## config.mk

```make
export PLATFORM = sky130hd
export DESIGN_NAME = conv3x3_window_ctrl
export DESIGN_NICKNAME = d
export VERILOG_FILES = /design/src/rtl/conv_pkg.sv /design/src/rtl/conv_col_shift3.sv /design/src/rtl/conv3x3_window_ctrl.sv
export SDC_FILE = /design/constraint.sdc
export NUM_CORES = 1
export LEC_CHECK = 0
export CORE_MARGIN = 5
export CORE_UTILIZATION = 43
export CTS_BUF_LIST = sky130_fd_sc_hd__clkbuf_2 sky130_fd_sc_hd__clkbuf_4 sky130_fd_sc_hd__clkbuf_8
export DETAILED_ROUTE_END_ITERATION = 10
export PLACE_DENSITY = 0.76
export SYNTH_ARGS = -nofsm -noshare
export SYNTH_HDL_FRONTEND = slang
export SYNTH_SLANG_ARGS = --single-unit
```

## constraint.sdc

```tcl
create_clock -name clk -period 3.1 [get_ports clk]
set_input_delay 0.31 -clock clk [delete_from_list [all_inputs] [get_ports clk]]
set_output_delay 0.31 -clock clk [all_outputs]
set_load 0.03 [all_outputs]
```

## src/rtl/conv_pkg.sv

```systemverilog
// conv_pkg: shared constants and state type
// for the 3x3 convolution window sequencer.
package conv_pkg;

  localparam int CONV_DATA_W   = 8;
  localparam int CONV_WIN_W    = 9 * CONV_DATA_W;
  localparam int CONV_FILT_LAT = 3;

  typedef enum logic [1:0] {
    IDLE,
    RUN,
    DRAIN,
    DONE
  } state_t;

endpackage

```

## src/rtl/conv_col_shift3.sv

```systemverilog
// conv_col_shift3: three-column window register.
// New columns enter on the right; oldest leaves on the left.
module conv_col_shift3 #(
  parameter int DATA_W = conv_pkg::CONV_DATA_W
) (
  input  logic                clk,
  input  logic                rst,
  input  logic                en,
  input  logic                clr,
  input  logic [3*DATA_W-1:0] col_in,
  output logic [9*DATA_W-1:0] win
);

  import conv_pkg::*;

  logic [3*DATA_W-1:0] c0;
  logic [3*DATA_W-1:0] c1;
  logic [3*DATA_W-1:0] c2;

  // shift the returned column in as column2
  always_ff @(posedge clk or posedge rst) begin
    if (rst) begin
      c0 <= '0;
      c1 <= '0;
      c2 <= '0;
    end else if (clr) begin
      c0 <= '0;
      c1 <= '0;
      c2 <= '0;
    end else if (en) begin
      c0 <= c1;
      c1 <= c2;
      c2 <= col_in;
    end
  end

  // window row r holds pixel r of each column,
  // column0 in the top byte of the row
  for (genvar r = 0; r < 3; r++) begin : g_row
    localparam int CH = (3 - r) * DATA_W - 1;
    localparam int WH = (9 - 3 * r) * DATA_W - 1;
    assign win[WH -: 3*DATA_W] = {
      c0[CH -: DATA_W],
      c1[CH -: DATA_W],
      c2[CH -: DATA_W]
    };
  end

endmodule

```

## src/rtl/conv3x3_window_ctrl.sv

```systemverilog
// conv3x3_window_ctrl: sweeps the column memory,
// feeds the 3x3 filter and tags results with addresses.
module conv3x3_window_ctrl #(
  parameter int IMG_W    = 28,
  parameter int IMG_H    = 28,
  parameter int DATA_W   = conv_pkg::CONV_DATA_W,
  parameter int ADDR_W   = 10,
  parameter int OADDR_W  = 10,
  parameter int FILT_LAT = conv_pkg::CONV_FILT_LAT
) (
  input  logic                clk,
  input  logic                rst,
  input  logic                start,
  input  logic                abort,
  output logic                busy,
  output logic                done,
  output logic                col_rd_en,
  output logic [ADDR_W-1:0]   col_rd_addr,
  input  logic [3*DATA_W-1:0] col_rd_data,
  output logic [9*DATA_W-1:0] win_matrix,
  output logic                filt_ena,
  input  logic [2*DATA_W-1:0] filt_out,
  output logic                out_valid,
  input  logic                out_ready,
  output logic [2*DATA_W-1:0] out_data,
  output logic [OADDR_W-1:0]  out_addr
);

  import conv_pkg::*;

  localparam int XW   = $clog2(IMG_W);
  localparam int YW   = $clog2(IMG_H);
  localparam int NRES = (IMG_W - 2) * (IMG_H - 2);

  localparam logic [XW-1:0] X_LAST = XW'(IMG_W - 1);
  localparam logic [YW-1:0] Y_LAST = YW'(IMG_H - 3);
  localparam logic [XW-1:0] X_MIN  = XW'(2);
  localparam logic [OADDR_W-1:0] O_LAST = OADDR_W'(NRES - 1);

  state_t state_q;
  state_t state_d;

  logic [XW-1:0]      x_q;
  logic [YW-1:0]      y_q;
  logic               pend_q;
  logic [XW-1:0]      pend_x_q;
  logic [FILT_LAT:0]  vpipe_q;
  logic [OADDR_W-1:0] oaddr_q;

  logic stall;
  logic active;
  logic rd_last;
  logic shift_en;
  logic accept;
  logic pipe_empty;

  assign out_valid  = vpipe_q[FILT_LAT];
  assign stall      = out_valid & ~out_ready;
  assign accept     = out_valid & out_ready;
  assign active     = (state_q == RUN) | (state_q == DRAIN);
  assign col_rd_en  = (state_q == RUN) & ~stall;
  assign filt_ena   = active & ~stall;
  assign rd_last    = (x_q == X_LAST) & (y_q == Y_LAST);
  assign shift_en   = pend_q & filt_ena;
  assign pipe_empty = ~pend_q & ~|vpipe_q[FILT_LAT-1:0];

  assign busy     = state_q != IDLE;
  assign done     = state_q == DONE;
  assign out_addr = oaddr_q;
  assign out_data = out_valid ? filt_out : '0;

  // columns are stored row-major, so y*W+x is linear
  assign col_rd_addr =
    ADDR_W'(int'(y_q) * IMG_W + int'(x_q));

  // state register
  always_ff @(posedge clk or posedge rst) begin
    if (rst) begin
      state_q <= IDLE;
    end else begin
      state_q <= state_d;
    end
  end

  // next state; abort overrides everything
  always_comb begin
    state_d = state_q;
    unique case (state_q)
      IDLE: begin
        if (start) state_d = RUN;
      end
      RUN: begin
        if (col_rd_en & rd_last) state_d = DRAIN;
      end
      DRAIN: begin
        if (pipe_empty & ~stall) state_d = DONE;
      end
      DONE: begin
        state_d = IDLE;
      end
      default: begin
        state_d = IDLE;
      end
    endcase
    if (abort) state_d = IDLE;
  end

  // x/y read position, one step per issued read
  always_ff @(posedge clk or posedge rst) begin
    if (rst) begin
      x_q <= '0;
      y_q <= '0;
    end else if (abort | (state_q == IDLE)) begin
      x_q <= '0;
      y_q <= '0;
    end else if (col_rd_en) begin
      if (x_q == X_LAST) begin
        x_q <= '0;
        y_q <= rd_last ? '0 : y_q + YW'(1);
      end else begin
        x_q <= x_q + XW'(1);
      end
    end
  end

  // pending column and valid pipe; frozen while stalled
  always_ff @(posedge clk or posedge rst) begin
    if (rst) begin
      pend_q   <= 1'b0;
      pend_x_q <= '0;
      vpipe_q  <= '0;
    end else if (abort) begin
      pend_q   <= 1'b0;
      pend_x_q <= '0;
      vpipe_q  <= '0;
    end else if (filt_ena) begin
      pend_q   <= col_rd_en;
      pend_x_q <= x_q;
      vpipe_q  <= {vpipe_q[FILT_LAT-1:0],
                   pend_q & (pend_x_q >= X_MIN)};
    end
  end

  // output address counts accepted results
  always_ff @(posedge clk or posedge rst) begin
    if (rst) begin
      oaddr_q <= '0;
    end else if (abort | ((state_q == IDLE) & start)) begin
      oaddr_q <= '0;
    end else if (accept) begin
      oaddr_q <= (oaddr_q == O_LAST) ? '0
               : oaddr_q + OADDR_W'(1);
    end
  end

  conv_col_shift3 #(
    .DATA_W (DATA_W)
  ) u_win (
    .clk    (clk),
    .rst    (rst),
    .en     (shift_en),
    .clr    (abort),
    .col_in (col_rd_data),
    .win    (win_matrix)
  );

endmodule

```

==> results.json, run 1 <==
{
  "ys_ff_latch": 103,
  "critPathMaxStageDelay_ps": 550,
  "ios": 158,
  "root_buffer": "clkbuf_8",
  "arrival_ps": 2970,
  "final_nets": 629,
  "clkSlewWorstSetupHoldPaths_ps": 110,
  "cp-end-kind": "output pin",
  "grt-ovfl-total": 0,
  "drive_above_1_share_pct": 9.95,
  "grt_use_total_pct": 17.8,
  "areaGrowthSynthToFinish_pct": 44.1,
  "reg2reg_depth": 7,
  "violations": "setup timing",
  "cp_slowest_cell": "fa_1",
  "antenna_found_initial": 0,
  "hold_class": "input port to async pin",
  "diodes": 0,
  "yosysWarnings": 0,
  "slew-limit-headroom_pct": 54.2,
  "first_pass_iters": 4,
  "dieArea_mm2": 0.0131,
  "cts_tree": "done",
  "syn_inst": 401,
  "setup_ws_ps": -176,
  "dp_slack_ps": 48.1,
  "die_h_um": 114,
  "cp-start-kind": "flip-flop",
  "route.detailed.drc": 0,
  "via_per_inst": 5.34,
  "cts_buffer_depth": 2,
  "start_util_pct": 43.6,
  "setup_tns_ps": -367,
  "cts_buffers": 9,
  "fin_crit_sh_pct": 106,
  "cp_top_family": "adder cells",
  "clkSinkCount": 103,
  "drtIter0Drc": 200,
  "finalPower_mw": 3.17,
  "crit_type": "flip-flop to output pin",
  "hold_buffers": 0,
  "rsz0062_at_grt": "true",
  "finalClockSkew_ps": 8.32,
  "vias": 3751,
  "p_leak_nw": 3.05,
  "wire_per_inst_um": 16.6,
  "grt_max_degree": 73,
  "ant_nets": 0,
  "required_ps": 2790,
  "chipWidth_um": 114,
  "grt_pass1_wl_um": 19000,
  "coreArea_mm2": 0.0107,
  "io_buffer_count": 157,
  "first_global_vias": 3725,
  "maxSlewViolCount": 0,
  "avgSynthCellArea_um2": 11.7,
  "post-dp-hpwl_um": 8090,
  "cap_violations": 0,
  "cp_max_fo": 4,
  "worst-path-buf-inv": 2,
  "setup_violations": 3,
  "rows": 38,
  "hold_viol": 0,
  "worstReg2RegStart": "vpipe_q[3]",
  "worstReg2RegEnd": "u_win.c2[11]",
  "synth_area_mm2": 0.00469,
  "gp_congestion": 0.803,
  "status": "finished, violations left",
  "yosysSeqAreaShare_pct": 55.0,
  "synth.distinct_cells": 45,
  "ctsHtreeMaxLevel": 3,
  "worstSkewPairLatency_ps": 370,
  "crit_chain": "fa_1, ha_2, inv_2, fa_2, nand2b_4, a21oi_2, xor2_1, nand3_1, xor2_1, buf_4",
  "cpMostUsedCell": "xor2_1",
  "tightest_slew_ps": 687,
  "period_needed_ps": 3280,
  "max_freq_ghz": 0.305,
  "syn-num-nets": 472,
  "drt-total-wl_um": 11700,
  "rrSetupSlack_ps": 770,
  "p_per_area_mw_per_mm2": 469,
  "irDropWorstVdd_mv": 0.326
}
state kept, by name, summed over array words and instances (netlist names):
name      cells
u_win.c0     24
u_win.c1     24
u_win.c2     24
out_addr     10
x_q           5
y_q           5
pend_x_q      4
vpipe_q       4
state_q       2
pend_q        1
cells in the mapped netlist, drive strengths merged:
| cell | number | share of area [%] |
|---|---|---|
| or2 | 1 | 0.13 |
| and3 | 2 | 0.27 |
| nor3b | 1 | 0.16 |
| a41oi | 1 | 0.19 |
| and2 | 17 | 2.3 |
| nand4 | 2 | 0.27 |
| a22oi | 1 | 0.16 |
| ha | 20 | 5.3 |
| nor2b | 3 | 0.40 |
| fa | 6 | 2.6 |
| clkbuf | 6 | 0.48 |
| nor2 | 23 | 1.9 |
| nand2 | 29 | 2.3 |
| nand4b | 1 | 0.19 |
| dfrtp | 103 | 55 |
| nand3b | 1 | 0.16 |
| xnor2 | 8 | 1.5 |
| nor3 | 2 | 0.21 |
| a221oi | 1 | 0.19 |
| a31o | 2 | 0.37 |
| nand2b | 2 | 0.27 |
| buf | 18 | 2.1 |
| mux2i | 3 | 0.64 |
| a311oi | 1 | 0.19 |
| o31ai | 1 | 0.16 |
| nor4 | 1 | 0.13 |
| a221o | 1 | 0.21 |
| xor2 | 11 | 2.1 |
| a22o | 72 | 13 |
| and4b | 1 | 0.21 |
| a21o | 2 | 0.32 |
| a21oi | 19 | 2.1 |
| or3 | 3 | 0.40 |
| o22ai | 1 | 0.13 |
| a211oi | 1 | 0.16 |
| or4 | 1 | 0.16 |
| inv | 15 | 1.2 |
| nand3 | 12 | 1.3 |
| nor4bb | 1 | 0.21 |
| o21ai | 5 | 0.53 |
power by group:
part | switching [mW] | internal, mW
logic | 0.562 | 0.339
registers | 0.0480 | 1.39
clock network | 0.511 | 0.318
metal layers:
metal / vias up / track usage [%] / wire (um)
met1: 1852 / 23.5 / 5090
met3: 11 / 4.92 / 898
met4: 0 / 5.23 / 172
met5: - / 0 / 0
met2: 143 / 28.7 / 5520
li1: 1745 / - / -
cell families (layout without fill, tap and decap cells):
group | after synthesis | in the layout | synth area share (%)
buf+inv | 39 | 201 | 3.77
compound gates | 108 | 108 | 18.2
flops | 103 | 103 | 55.0
simple gates | 103 | 103 | 10.9
xor+xnor | 19 | 19 | 3.55
fa+ha+maj | 26 | 26 | 7.90
mux | 3 | 3 | 0.641
repair_timing:
item	in CTS	in global routing
resized for setup	18	9
buffers inserted	4	3
setup endpoints to repair	6	5
pin swaps	6	6
final cells by class:
type	instances	area, um^2
clock buffer	9	124
clock inverter	7	73.8
fill	855	4000
inverter	15	58.8
multi-input combinational	259	2040
sequential	103	2580
tap	140	175
timing repair buffer	170	1700
worst max-delay path by stage:
stage	startpoint	to	depth (start not counted)
2_1_floorplan	rst	out_addr[0]	1
3_3_place_gp	y_q[1]	col_rd_addr[6]	7
3_5_place_dp	y_q[1]	col_rd_addr[6]	7
4_1_cts	y_q[1]	col_rd_addr[9]	10
5_1_grt	y_q[1]	col_rd_addr[9]	10
6_report	y_q[1]	col_rd_addr[9]	10
stage by stage:
stage | utilization [%] | instances | instance area (um^2) | hold WS (ps)
6_report | 62.8 | 703 | 6750 | 396
5_1_grt | 62.8 | 703 | 6750 | 440
4_1_cts | 62.3 | 701 | 6690 | 406
3_5_place_dp | 59.7 | 681 | 6410 | 490
3_3_place_gp | 59.7 | 681 | 6410 | 487
2_1_floorplan | - | 401 | 4690 | 443
cells in the final DEF (no fill, tap or decap), types with 2 or more instances in the layout:
| master | synthesis | routed |
|---|---|---|
| xnor2_1 | 8 | 7 |
| a21oi_2 | 1 | 2 |
| clkbuf_8 | 0 | 9 |
| o21ai_0 | 4 | 4 |
| inv_2 | 2 | 3 |
| nand4_1 | 2 | 2 |
| ha_1 | 20 | 17 |
| xor2_1 | 11 | 9 |
| buf_4 | 3 | 12 |
| nand2_1 | 29 | 29 |
| fa_1 | 6 | 5 |
| or3_1 | 3 | 3 |
| clkinvlp_4 | 0 | 2 |
| a22o_1 | 72 | 72 |
| a21o_1 | 2 | 2 |
| inv_8 | 0 | 3 |
| clkdlybuf4s50_1 | 0 | 151 |
| dfrtp_1 | 103 | 102 |
| a21oi_1 | 18 | 16 |
| mux2i_1 | 3 | 3 |
| nand3_1 | 12 | 12 |
| nor2b_1 | 3 | 3 |
| and2_1 | 17 | 17 |
| a31o_2 | 2 | 2 |
| inv_1 | 13 | 11 |
| and3_1 | 2 | 2 |
| ha_4 | 0 | 2 |
| nor2_1 | 22 | 21 |
| buf_12 | 0 | 3 |
No activity file was read; power rests on OpenSTA's default activity.
==> run 2, diff against run 1 <==
Settings changed: SKIP_CTS_REPAIR_TIMING set to 1.
==> results.json, run 2 (synthesis gave the netlist of run 1 again) <==
{
  "crit_chain": "fa_1, ha_2, inv_2, fa_2, nand2b_4, a21oi_2, xor2_1, nand3_1, xor2_1, buf_4",
  "rrSetupSlack_ps": 790,
  "worstSkewPairLatency_ps": 370,
  "cap_violations": 0,
  "cts_tree": "done",
  "route.detailed.drc": 0,
  "tightest_slew_ps": 685,
  "reg2reg_depth": 7,
  "die_h_um": 114,
  "cp_top_family": "adder cells",
  "vias": 3689,
  "cts_buffers": 9,
  "final_nets": 625,
  "drt-total-wl_um": 11400,
  "grt_max_degree": 73,
  "cts_buffer_depth": 2,
  "via_per_inst": 5.28,
  "drtIter0Drc": 182,
  "coreArea_mm2": 0.0107,
  "timing.hold.ws_ps": 396,
  "dpl-instance-area_mm2": 0.00641,
  "required_ps": 2790,
  "ctsHtreeMaxLevel": 3,
  "root_buffer": "clkbuf_8",
  "dp.cells": 681,
  "cp-start-kind": "flip-flop",
  "violations": "setup timing",
  "crit_type": "flip-flop to output pin",
  "max_freq_ghz": 0.299,
  "cpMostUsedCell": "xor2_1",
  "arrival_ps": 3030,
  "hold_class": "input port to async pin",
  "cp_slowest_cell": "fa_1",
  "drive_above_1_share_pct": 8.23,
  "dieArea_mm2": 0.0131,
  "clkSlewWorstSetupHoldPaths_ps": 110,
  "critPathMaxStageDelay_ps": 580,
  "areaGrowthSynthToFinish_pct": 42.1,
  "period_needed_ps": 3340,
  "io_buffer_count": 157,
  "grt_use_total_pct": 17.3,
  "final_cell_mix": "clkdlybuf4s50_1, dfrtp_1, a22o_1, nand2_1, nor2_1",
  "fin_crit_sh_pct": 108,
  "p_per_area_mw_per_mm2": 472,
  "maxSlewViolCount": 0,
  "diodes": 0,
  "rows": 38,
  "regArea_mm2": 0.00258,
  "hold_viol": 0,
  "ant_nets": 0,
  "finalInstanceArea_mm2": 0.00666,
  "p_leak_nw": 3.02,
  "clkSinkCount": 103,
  "setup_violations": 2,
  "cp.depth": 10,
  "grt_pass1_wl_um": 18400,
  "setup_ws_ps": -242,
  "final_cell_count_no_fill": 699,
  "gp_congestion": 0.803,
  "chipWidth_um": 114,
  "status": "finished, violations left",
  "ios": 158,
  "top_regs": "u_win.c0: 24 flops, u_win.c1: 24 flops, u_win.c2: 24 flops",
  "finalClockSkew_ps": 8.17,
  "grt-ovfl-total": 0,
  "fillers": 871,
  "rsz0062_at_grt": "true",
  "slew-limit-headroom_pct": 54.3,
  "wire_per_inst_um": 16.3,
  "multi_input_area_mm2": 0.00198,
  "final_common_cell": "clkdlybuf4s50_1",
  "start_util_pct": 43.6,
  "cp-end-kind": "output pin",
  "first_pass_iters": 4,
  "worst-path-buf-inv": 2,
  "post-dp-hpwl_um": 8090,
  "first_global_vias": 3632,
  "antenna_found_initial": 0,
  "cp_max_fo": 5,
  "irDropWorstVdd_mv": 0.311
}
## run 2: cell count changes in the layout (fill, tap and decap cells not counted), sizes merged
| cell | change |
|---|---|
| clkbuf | +2 |
| dlymetal6s2s | +1 |
| dlygate4sd2 | -1 |
| buf | -5 |
| clkdlybuf4s15 | -1 |
## run 2: final cells by class
cell class                 count  area share (%)
inverter                      15           0.883
sequential                   103            38.7
tap                          140            2.63
clock buffer                   9            1.86
clock inverter                 7            1.11
timing repair buffer         166            25.0
multi-input combinational    259            29.8
## run 2: stage by stage
step | setup slack (ps) | power, mW | util (%) | setup TNS (ps)
after global routing | -406 | 3.33 | 61.9 | -924
after CTS | -387 | 3.19 | 61.5 | -1230
final | -242 | 3.14 | 61.9 | -413
after global placement | 136 | 2.32 | 59.7 | 0
after detailed placement | 48.1 | 2.34 | 59.7 | 0
after floorplan | 86.2 | 2.01 | - | 0
## run 2: metal layers
layer / part of all wire [%] / routed length, um / GRT usage (%) / up-vias
li1: - / - / - / 1744
met1: 45 / 5080 / 23.0 / 1808
met2: 47 / 5310 / 27.2 / 129
met3: 7.7 / 881 / 5.18 / 8
met4: 0.98 / 111 / 5.23 / 0
met5: 0 / 0 / 0 / -
## run 2: final timing paths
kind,start,end
worst max-delay path,y_q[1],col_rd_addr[9]
worst min-delay path,rst,u_win.c2[9]
worst max register to register,vpipe_q[3],u_win.c2[21]
worst min register to register,u_win.c0[10],u_win.c0[10]
max in group asynchronous,rst,u_win.c2[18]
min in group clk,u_win.c0[10],u_win.c0[10]
## run 2: where the power goes
part | internal (mW) | switching [mW] | total (mW)
clock | 0.318 | 0.512 | 0.830
combinational | 0.326 | 0.547 | 0.872
sequential | 1.39 | 0.0487 | 1.44
total | 2.03 | 1.11 | 3.14
==> run 3, diff against run 2 <==
Settings changed: ABC_CLOCK_PERIOD_IN_PS set to 3100.
==> results of run 3 <==
No change in the layout: final DEF, timing and power equal those of run 2.
